<file path="src/rtl/vga_ctrl.sv">
// VGA timing generator: pixel-enable prescaler, raw h/v counters, sync decode and
// frame-RAM read strobe, all registered and aligned to the counter values.
module vga_ctrl #(
  parameter int        H_ACTIVE   = 640,
  parameter int        H_FP       = 16,
  parameter int        H_SYNC     = 96,
  parameter int        H_BP       = 48,
  parameter int        V_ACTIVE   = 480,
  parameter int        V_FP       = 10,
  parameter int        V_SYNC     = 2,
  parameter int        V_BP       = 33,
  parameter bit        SYNC_POL   = 1'b0,
  parameter int        CLK_DIV    = 2,
  parameter logic [7:0] DISP_STATE = 8'h03
) (
  input  logic        clk,
  input  logic        rst,
  input  logic [7:0]  state,
  output logic        spram_rd_sig,
  output logic [11:0] xpos,
  output logic [11:0] ypos,
  output logic [11:0] x_counter,
  output logic [11:0] y_counter,
  output logic        VGA_HS,
  output logic        VGA_VS
);

  localparam int H_TOTAL = H_ACTIVE + H_FP + H_SYNC + H_BP;
  localparam int V_TOTAL = V_ACTIVE + V_FP + V_SYNC + V_BP;
  localparam int PW      = (CLK_DIV > 1) ? $clog2(CLK_DIV) : 1;
  localparam logic [PW-1:0] PRE_MAX = PW'(CLK_DIV - 1);

  logic [PW-1:0] presc;
  logic          pix_en;
  logic [11:0]   x_next;
  logic [11:0]   y_next;
  logic          act_next;
  logic          hs_next;
  logic          vs_next;

  function automatic logic in_window(input logic [11:0] v, input int lo, input int len);
    return (v >= 12'(lo)) && (v < 12'(lo + len));
  endfunction

  // Next counter values; every output is decoded from these so it lands with the counters
  always_comb begin
    pix_en = (presc == PRE_MAX);
    x_next = x_counter;
    y_next = y_counter;
    if (pix_en) begin
      if (x_counter == 12'(H_TOTAL - 1)) begin
        x_next = '0;
        y_next = (y_counter == 12'(V_TOTAL - 1)) ? 12'd0 : y_counter + 12'd1;
      end else begin
        x_next = x_counter + 12'd1;
      end
    end
    act_next = (x_next < 12'(H_ACTIVE)) && (y_next < 12'(V_ACTIVE));
    hs_next  = in_window(x_next, H_ACTIVE + H_FP, H_SYNC);
    vs_next  = in_window(y_next, V_ACTIVE + V_FP, V_SYNC);
  end

  always_ff @(posedge clk or posedge rst) begin
    if (rst) begin
      presc        <= '0;
      x_counter    <= '0;
      y_counter    <= '0;
      xpos         <= '0;
      ypos         <= '0;
      spram_rd_sig <= 1'b0;
      VGA_HS       <= ~SYNC_POL;
      VGA_VS       <= ~SYNC_POL;
    end else begin
      presc     <= pix_en ? '0 : presc + PW'(1);
      x_counter <= x_next;
      y_counter <= y_next;
      xpos      <= act_next ? x_next : 12'd0;
      ypos      <= act_next ? y_next : 12'd0;
      VGA_HS    <= hs_next ? SYNC_POL : ~SYNC_POL;
      VGA_VS    <= vs_next ? SYNC_POL : ~SYNC_POL;
      // An unknown state must resolve to "no read", hence if/else rather than a direct assign
      if (act_next && (state == DISP_STATE))
        spram_rd_sig <= 1'b1;
      else
        spram_rd_sig <= 1'b0;
    end
  end

endmodule

</file>
<file path="config.mk">
export PLATFORM = sky130hd
export DESIGN_NAME = vga_ctrl
export DESIGN_NICKNAME = d
export VERILOG_FILES = /design/src/rtl/vga_ctrl.sv
export SDC_FILE = /design/constraint.sdc
export NUM_CORES = 1
export LEC_CHECK = 0
export CORE_MARGIN = 4
export CORE_UTILIZATION = 44
export DETAILED_ROUTE_END_ITERATION = 7
export PLACE_DENSITY = 0.74
export RECOVER_POWER = 25
export SYNTH_ARGS = -nofsm -noshare
export SYNTH_HDL_FRONTEND = slang
export SYNTH_SLANG_ARGS = --single-unit
</file>
<file path="constraint.sdc">
create_clock -name clk -period 2.5 [get_ports clk]
set_input_delay 0.75 -clock clk [delete_from_list [all_inputs] [get_ports clk]]
set_output_delay 0.75 -clock clk [all_outputs]
set_load 0.01 [all_outputs]
</file>
Word level (Yosys, flattened, before mapping)
Index checks and enable logic that the tools add are counted.
{ "op_classes": {"n_mux": 11, "reduce_logical": 4, "add_sub_neg": 3, "n_lt_le_gt_ge": 6, "eq_ne": 3} }
{ "ops": {"columns": ["cell", "count"], "rows": [
  ["2-to-1 mux 12 bit", 7],
  ["adder 12 x 1 -> 12 bit (second input constant)", 2],
  ["== test 12 x 10 -> 1 bit (second input constant)", 2],
  ["less-than comparator 12 x 10 -> 1 bit (second input constant)", 2],
  ["less-than comparator 12 x 9 -> 1 bit (second input constant)", 2],
  ["greater-or-equal comparator 12 x 10 -> 1 bit (second input constant)", 1],
  ["greater-or-equal comparator 12 x 9 -> 1 bit (second input constant)", 1],
  ["== test 8 x 2 -> 1 bit (second input constant)", 1],
  ["logical AND 1 bit", 4],
  ["2-to-1 mux 1 bit", 4],
  ["adder 1 bit (second input constant)", 1]
]} }
{ "word_totals": {"elab_cells": 35, "reg_bits": 52, "output_inout_bits": 51, "inputBits": 10} }

Logic depth before layout (Yosys ltp)
Gate-level depths: netlist of run 1.
{ "logic_depth": {"ltp_word": 8, "mapped_depth": 9, "depth_no_buf": 8} }

Least setup slack after synthesis of run 1
Ideal clock, no wire load.
{ "synth_path": {"kind": "register to register", "from": "reg x_counter[7]", "to": "reg xpos[4]", "n_path_buf": 1, "required_time_ns": 2.364, "setup_ns": 0.136, "path_slack_ns": 0.042, "stages_incl_launch_ff": 8, "period_less_slack_ns": 2.458, "arrival_ns": 2.321, "cell_sequence": "dfrtp_1 or4_4 or3_1 or4_1 a22o_1 buf_2 nand3_1 nor3_1"} }
{ "synth_between": {"elab_chain_cells": 6, "elab_cells_between_ends": 10, "cone_classes": "1 x add/sub; 2 x order compare; 1 x eq/ne; 5 x mux; 1 x reduce/logical"} }
{ "synth_rtl": {"columns": ["element", "line", "source"], "rows": [
  ["start, declared", "22", "output logic [11:0] x_counter,"],
  ["start signal, assigned", "75", "x_counter <= x_next;"],
  ["adder 12 x 1 -> 12 bit or == test 12 x 10 -> 1 bit (tied branches)", "55, 51", null],
  ["2-to-1 mux 12 bit", "51", "if (x_counter == 12'(H_TOTAL - 1)) begin"],
  ["2-to-1 mux 12 bit", "50", "if (pix_en) begin"],
  ["less-than comparator 12 x 10 -> 1 bit or less-than comparator 12 x 9 -> 1 bit (tied branches)", "58", "act_next = (x_next < 12'(H_ACTIVE)) && (y_next < 12'(V_ACTIVE));"],
  ["logical AND 1 bit", "58", null],
  ["2-to-1 mux 12 bit *", "77", "xpos <= act_next ? x_next : 12'd0;"],
  ["end signal, assigned", "77", null],
  ["end, declared", "20", "output logic [11:0] xpos,"]
]} }
Mark *: on every way between the ends. The rest lies on a longest branch, timed or not.

Worst setup path in the final report of run 1
{ "layout_path": {"from": "reg x_counter[5]", "to": "reg VGA_VS"} }
{ "layout_between": {"elab_chain_cells": 6, "elab_cells_between_ends": 7, "cone_classes": "2 x order compare; 1 x eq/ne; 3 x mux; 1 x reduce/logical"} }
{ "layout_rtl": {"columns": ["element", "line", "source"], "rows": [
  ["== test 12 x 10 -> 1 bit *", "51", null],
  ["2-to-1 mux 12 bit *", "51", null],
  ["2-to-1 mux 12 bit *", "50", null],
  ["via y_next[6]", "36", "logic [11:0] y_next;"],
  ["greater-or-equal comparator 12 x 9 -> 1 bit or less-than comparator 12 x 9 -> 1 bit (tied branches)", "42", "return (v >= 12'(lo)) && (v < 12'(lo + len));"],
  ["logical AND 1 bit *", "42", null],
  ["2-to-1 mux 1 bit *", "80", "VGA_VS <= vs_next ? SYNC_POL : ~SYNC_POL;"],
  ["end signal, assigned", "72", "VGA_VS <= ~SYNC_POL;"],
  ["end signal, assigned", "80", null],
  ["end, declared", "25", "output logic VGA_VS"]
]} }
Mark *: on every way through the listed nets, which the timed path passes. The rest lies on a longest branch.

==> results of run 1 <==
## worst reg2reg max path: cells and delay by family (launching register included)
family                 cells  cell delay, ns
DFF                        1            0.40
and+or+nand+nor            4            1.07
buffers and inverters      2            0.34
AOI/OAI and AO/OA          1            0.53
## worst min-delay path by stage
stage                               end          start  slack [ns]  cells after the start
after detailed placement  y_counter[11]  y_counter[11]        0.57                      1
after global placement    y_counter[11]  y_counter[11]        0.57                      1
after floorplan           x_counter[11]  x_counter[11]        0.57                      1
after CTS                 y_counter[11]  y_counter[11]        0.59                      1
after global routing      y_counter[10]  y_counter[10]        0.61                      2
final                     y_counter[11]  y_counter[11]        0.58                      1
## final cells by class
class | instances | area, µm² | area share (%)
clock buffers | 8 | 90.1 | 2.57
repair buffers | 92 | 855 | 24.4
well taps | 72 | 90.1 | 2.57
multi-input cells | 170 | 1130 | 32.3
flip-flops and latches | 52 | 1300 | 37.2
inverters | 9 | 33.8 | 0.964
## where the power goes
part | leakage, nW | internal (mW) | switching (mW) | total, mW
clock network | 0.0455 | 0.226 | 0.253 | 0.479
logic | 0.780 | 0.0210 | 0.0221 | 0.0430
registers | 0.684 | 0.844 | 0.000863 | 0.845
total | 1.51 | 1.09 | 0.276 | 1.37
## synthesized netlist by cell type (all sizes together) (5+ instances only)
library cell and number:
nor2 10, o21ai 13, nand3 19, nor4b 12
buf 7, nand4 10, inv 9, nor4 5
xnor2 8, xor2 5, nand2 19, clkbuf 7
dfrtp 50, nor3 16
## kinds of logic after synthesis
kind of cell	after synthesis
buffers and inverters	23
xor gates and xnor gates	13
adders and majority gates	3
muxes	5
DFF	52
other	1
and+or+nand+nor	118
AOI/OAI and AO/OA	26
## sequential cells by signal, indices dropped and copies added, names as in the netlist
register and flops:
x_counter 12, xpos 12, y_counter 12, ypos 12, VGA_HS 1, VGA_VS 1
pix_en 1, spram_rd_sig 1
## layer usage
layer	global-route usage, %	vias up	share of wire [%]
met3	3.67	7	7.2
li1	-	1047	-
met4	5.50	0	1.2
met5	0	-	0
met1	24.5	1099	43
met2	31.9	88	48
## what timing repair did
action,4_1_cts,5_1_grt
cloned,0,0
gates resized for setup,1,8
setup endpoints to repair,21,21
## per-stage QoR
stage	instance area, µm²	util (%)
floorplan	2490	-
global placement	3380	61.7
detailed placement	3380	61.7
CTS	3470	63.5
global route	3510	64.1
finish	3510	64.1
==> results.json, run 1 <==
{
  "status": "finished, final reports clean",
  "rr_worst_depth": 7,
  "synth_top_family_by_area": "simple AND/OR/NAND/NOR gates",
  "ys_ff_latch": 52,
  "synth-async-reset-ratio_pct": 100,
  "arrival_ns": 2.64,
  "power.leakage_nw": 1.51,
  "io_buffers": 60,
  "max-slew-margin-rel_pct": 41.9,
  "synth_area_leaders": "dfrtp_1 (50%), nor4b_1 (4.2%), nand3_1 (3.8%), nor3_1 (3.2%), xnor2_1 (2.8%)",
  "wl_per_cell_um": 15.6,
  "startpoint": "x_counter[5]",
  "stdcell_count": 403,
  "numCtsBuffers": 5,
  "synth-adder-area-share_pct": 1.51,
  "nFillCells": 437,
  "synth_mux_area_share_pct": 2.12,
  "clk_pin_slew_ns": 0.09,
  "syn-cell-area_mm2": 0.00248,
  "min_path_type": "flop to flop",
  "gp_congestion": 0.997,
  "crit_path_cell_trace": "buf_4 -> nor4_4 -> nand4_1 -> o41ai_1 -> and4_1 -> buf_12 -> nand4b_1",
  "post_cts_buffers": 0,
  "drtIter0Drc": 175,
  "floorplan.die.width_um": 83.1,
  "yosys.area.top_type_share_pct": 50.5,
  "yosys.area_share.simple_pct": 28.3,
  "netlist_instances": 241,
  "crit_path_end_kind": "flop",
  "setup_tns_ns": 0,
  "crit_family": "simple AND/OR/NAND/NOR gates",
  "grt_pass1_wl_um": 10700,
  "final_common_cell": "clkdlybuf4s50_1",
  "pre_cts_slack_ns": -0.117,
  "antenna_found_initial": 0,
  "dr_total_vias": 2241,
  "yosysSeqAreaShare_pct": 52.6,
  "antennaDiodeCount": 0,
  "fp-row-count": 27,
  "maxCapViolations": 0,
  "endpoint": "VGA_VS",
  "timing.critical_path.slowest_stage_cell": "o41ai_1",
  "critPathRequiredTime_ns": 2.72,
  "grt_start_max_net_pins": 25,
  "pwr_density_cell_mw_per_mm2": 390,
  "worst-path-max-fanout": 17,
  "cts_tree": "yes",
  "period_share_pct": 96.8,
  "nets": 343,
  "setup_viol_count_final": 0,
  "synth_xor_area_share_pct": 4.59,
  "r2r-end": "VGA_VS",
  "cts.sinks": 52,
  "cts_root_buffer": "clkbuf_8",
  "die-area_mm2": 0.00690,
  "track_usage_pct": 18.8,
  "area_growth_pct": 41.4,
  "layout-drive-gt1-share_pct": 15.1,
  "synth-compound-area-share_pct": 6.51,
  "dr.pass1.iters": 4,
  "syn_avg_cell_area_um2": 10.3,
  "die_h_um": 83.1,
  "whs_ns": 0.580,
  "clockBufferDepth": 2,
  "rsz0062_at_grt": "yes",
  "core-area_mm2": 0.00547,
  "first_global_vias": 2217,
  "dp_hpwl_um": 4740,
  "overflow": 0,
  "drc": 0,
  "max_freq_mhz": 413,
  "io_pins": 61,
  "post-place-cells": 395,
  "synth_top_area_cell": "dfrtp_1",
  "slowest_delay_ns": 0.53,
  "critPathBufInv": 2,
  "start_util_pct": 45.3,
  "synth_edf_count": 0,
  "clkLatencyLatePin_ns": 0.30,
  "vias_per_cell": 5.56,
  "yosysUniqueCellTypes": 47,
  "reg2reg_from": "x_counter[5]",
  "routed_wirelength_um": 6300,
  "path_class": "flop to flop",
  "h-tree-depth": 2,
  "yosysWarnings": 0,
  "path_depth": 7,
  "power_mw": 1.37,
  "clock_skew_ns": 0.00719,
  "post-route-min-period_ns": 2.42,
  "synth_flop_cell": "dfrtp_1",
  "hold_buffers": 0,
  "reg2reg_slack_ns": 0.08,
  "ir_worst_vdd_mv": 0.271,
  "worst_setup_path_start_kind": "flop",
  "hold_violations": 0,
  "final_cell_mix": "clkdlybuf4s50_1 (59), dfrtp_1 (50), buf_4 (27)",
  "ant_nets": 0,
  "fin_ws_ns": 0.0798,
  "drv_slew": 0,
  "tightest_slew_ns": 0.871
}
Power figures use the tool's default switching activity.
==> run 2, diff against run 1 <==
--- a/config.mk
+++ b/config.mk
@@ -5,10 +5,11 @@
 export SDC_FILE = /design/constraint.sdc
 export NUM_CORES = 1
 export LEC_CHECK = 0
-export CORE_MARGIN = 4
-export CORE_UTILIZATION = 44
+export ABC_AREA = 1
+export CORE_MARGIN = 5
+export CORE_UTILIZATION = 45
 export DETAILED_ROUTE_END_ITERATION = 7
-export PLACE_DENSITY = 0.74
+export PLACE_DENSITY = 0.75
 export RECOVER_POWER = 25
 export SYNTH_ARGS = -nofsm -noshare
 export SYNTH_HDL_FRONTEND = slang
==> run 2 against run 1 <==
Against the previous run:
- register-to-register slack better by 0.27 ns
- synthesized cell count is 37% higher
- synthesized area is 6.0% higher
- global-route usage is 1.2 points lower
- first-iteration DRC count is 4.0% higher
- die area is 8.2% higher
- maximum frequency is 9.8% higher
- clock-buffer cell count is 1 lower
- combinational power is 5.3% higher
- sequential share of layout area is 0.79 points higher
- cell area is 2.1% lower
- critical endpoint is now x_counter[5]
- highest routed layer unchanged
==> results.json, run 2 <==
{
  "status": "finished, final reports clean",
  "critPathBufInv": 1,
  "synth_area_leaders": "dfrtp_1 (48%), nand2_1 (11%), inv_1 (8.7%), nor2_2 (5.2%), nand3_1 (4.8%)",
  "gp_congestion": 0.927,
  "pwr-share-seq_pct": 60.7,
  "clock_skew_ns": 0.00633,
  "post-route-min-period_ns": 2.20,
  "cts_tree": "yes",
  "io_buffers": 60,
  "clockBufferDepth": 2,
  "yosysSeqAreaShare_pct": 49.6,
  "track_usage_pct": 17.6,
  "yosys.area.top_type_share_pct": 47.6,
  "dr_total_vias": 2325,
  "floorplan.die.width_um": 86.4,
  "area_growth_pct": 30.7,
  "ant_nets": 0,
  "wl_per_cell_um": 13.1,
  "io_pins": 61,
  "antenna_found_initial": 0,
  "grt_pass1_wl_um": 10400,
  "p_clk_share_pct": 36.0,
  "syn_avg_cell_area_um2": 7.99,
  "clkLatencyLatePin_ns": 0.31,
  "synth_top_area_cell": "dfrtp_1",
  "drtIter0Drc": 182,
  "worst-path-max-fanout": 9,
  "netlist_instances": 329,
  "p_int_mw": 1.09,
  "overflow": 0,
  "max_freq_mhz": 454,
  "arrival_ns": 1.45,
  "timing.critical_path.slowest_stage_cell": "clkdlybuf4s50_1",
  "crit_path_cell_trace": "clkdlybuf4s50_1",
  "worst_setup_path_start_kind": "flop",
  "drv_slew": 0,
  "period_share_pct": 88.2,
  "synth_flop_cell": "dfrtp_1",
  "ys_ff_latch": 52,
  "cts.sinks": 52,
  "hold_violations": 0,
  "yosysUniqueCellTypes": 28,
  "synthMostInstantiatedCell": "nand2_1",
  "grt_start_max_net_pins": 29,
  "rsz0062_at_grt": "no",
  "switchingPower_mw": 0.300,
  "first_global_vias": 2118,
  "synthTopCellsByCount": "nand2_1 (80), inv_1 (61), dfrtp_1 (50)",
  "path_class": "flop to primary output",
  "dr.pass1.iters": 5,
  "synth_edf_count": 0,
  "core-area_mm2": 0.00557,
  "dp_hpwl_um": 4760,
  "clk_pin_slew_ns": 0.09,
  "drc": 0,
  "layout-drive-gt1-share_pct": 12.0,
  "critPathRequiredTime_ns": 1.75,
  "antennaDiodeCount": 0,
  "slowest_delay_ns": 0.61,
  "numCtsBuffers": 5,
  "final_cell_mix": "nand2_1 (80), inv_1 (61), clkdlybuf4s50_1 (59)",
  "final_area_mm2": 0.00343,
  "setup_tns_ns": 0,
  "max-slew-margin-rel_pct": 33.8,
  "power_mw": 1.39,
  "start_util_pct": 47.1,
  "combPwrFrac_pct": 3.3,
  "die_h_um": 86.4,
  "crit_family": "buffers and inverters",
  "post_cts_buffers": 0,
  "vias_per_cell": 4.93,
  "hold_buffers": 0,
  "ir_worst_vdd_mv": 0.327,
  "maxCapViolations": 0,
  "sw_frac_of_total_pct": 21.6,
  "postPlaceCellArea_mm2": 0.00334,
  "nets": 412,
  "min_path_type": "flop to flop",
  "pwr_density_cell_mw_per_mm2": 406,
  "setup_viol_count_final": 0,
  "h-tree-depth": 2,
  "die-area_mm2": 0.00747,
  "final_common_cell": "nand2_1",
  "routed_wirelength_um": 6210,
  "syn-cell-area_mm2": 0.00263,
  "post_cts_resize_count": 0,
  "synth-async-reset-ratio_pct": 100,
  "tightest_slew_ns": 0.992,
  "cts_root_buffer": "clkbuf_8",
  "crit_path_end_kind": "primary output",
  "power.leakage_nw": 1.71,
  "fp-row-count": 27,
  "yosysWarnings": 0
}
run 2: cell types whose count changed in the layout (fill, tap and decap cells not counted), moves of 7 or more:
cell	previous run	this run
buf_4	27	3
inv_1	9	61
nand2_1	18	80
nor2_1	10	30
nor2_2	0	22
nor4b_1	9	0
o21ai_0	12	5
xnor2_1	8	0
run 2: final timing paths:
path,cells past startpoint,endpoint,slack (ns),start
worst max-delay path,1,x_counter[5],0.30,x_counter[5]
worst min-delay path,3,y_counter[10],0.58,y_counter[10]
worst max register to register,15,ypos[0],0.35,y_counter[1]
worst min register to register,3,y_counter[10],0.58,y_counter[10]
max in group asynchronous,3,ypos[6],0.73,rst
min in group asynchronous,2,x_counter[4],1.10,rst
run 2: area by class of cell:
cell class              instances  area, µm²
clock buffers                   7       86.3
clock inverters                 1       7.51
fillers                       521       2140
inverters                      62        233
multi-input cells             214       1070
flip-flops and latches         52       1300
well taps                      72       90.1
repair buffers                 64        643
run 2: kinds of logic (layout without fill, tap and decap cells):
kind of cell             Yosys count  count (layout)  share of synthesized area, %
other                              1               5                         0.143
buffers and inverters             67             134                          10.2
AND/OR/NAND/NOR                  193             193                          36.0
AO/OA/AOI/OAI                     13              13                          2.62
flip-flops                        52              52                          49.6
adder cells (fa/ha/maj)            3               3                          1.43
run 2: layer usage:
layer,vias to the layer above,track usage [%],wire (µm)
met5,-,0,0
met4,0,6.66,89
met3,7,2.38,404
met2,93,27.5,2890
met1,1082,24.8,2820
li1,1143,-,-
run 2: worst min-delay path: cells and delay by family, from the launching register on:
family | cells | cell delay (ns)
flip-flops | 1 | 0.38
AND/OR/NAND/NOR | 2 | 0.13
buffers and inverters | 1 | 0.04
run 2: power groups by stage:
stage	registers (mW)	logic (mW)	clock network, mW
2_1_floorplan	0.865	0.0137	0
3_3_place_gp	0.862	0.0465	0
3_5_place_dp	0.862	0.0474	0
4_1_cts	0.846	0.0472	0.508
5_1_grt	0.846	0.0512	0.537
6_report	0.846	0.0453	0.502
run 2: stage by stage:
step                setup WS (ns)  hold slack (ns)  std cells  utilization (%)
detailed placement          0.406            0.564        464             59.9
CTS                         0.295            0.579        472             61.6
global placement            0.397            0.556        464             59.9
global route                0.128            0.620        472             61.6
floorplan                   0.495            0.591        333                -
finish                      0.296            0.576        472             61.6
==> run 3, diff against run 2 <==
--- a/config.mk
+++ b/config.mk
@@ -11,6 +11,7 @@
 export DETAILED_ROUTE_END_ITERATION = 7
 export PLACE_DENSITY = 0.75
 export RECOVER_POWER = 25
+export SLEW_MARGIN = 5
 export SYNTH_ARGS = -nofsm -noshare
 export SYNTH_HDL_FRONTEND = slang
 export SYNTH_SLANG_ARGS = --single-unit
==> results of run 3 <==
The final DEF is identical to that of run 2; final timing and power are the same.
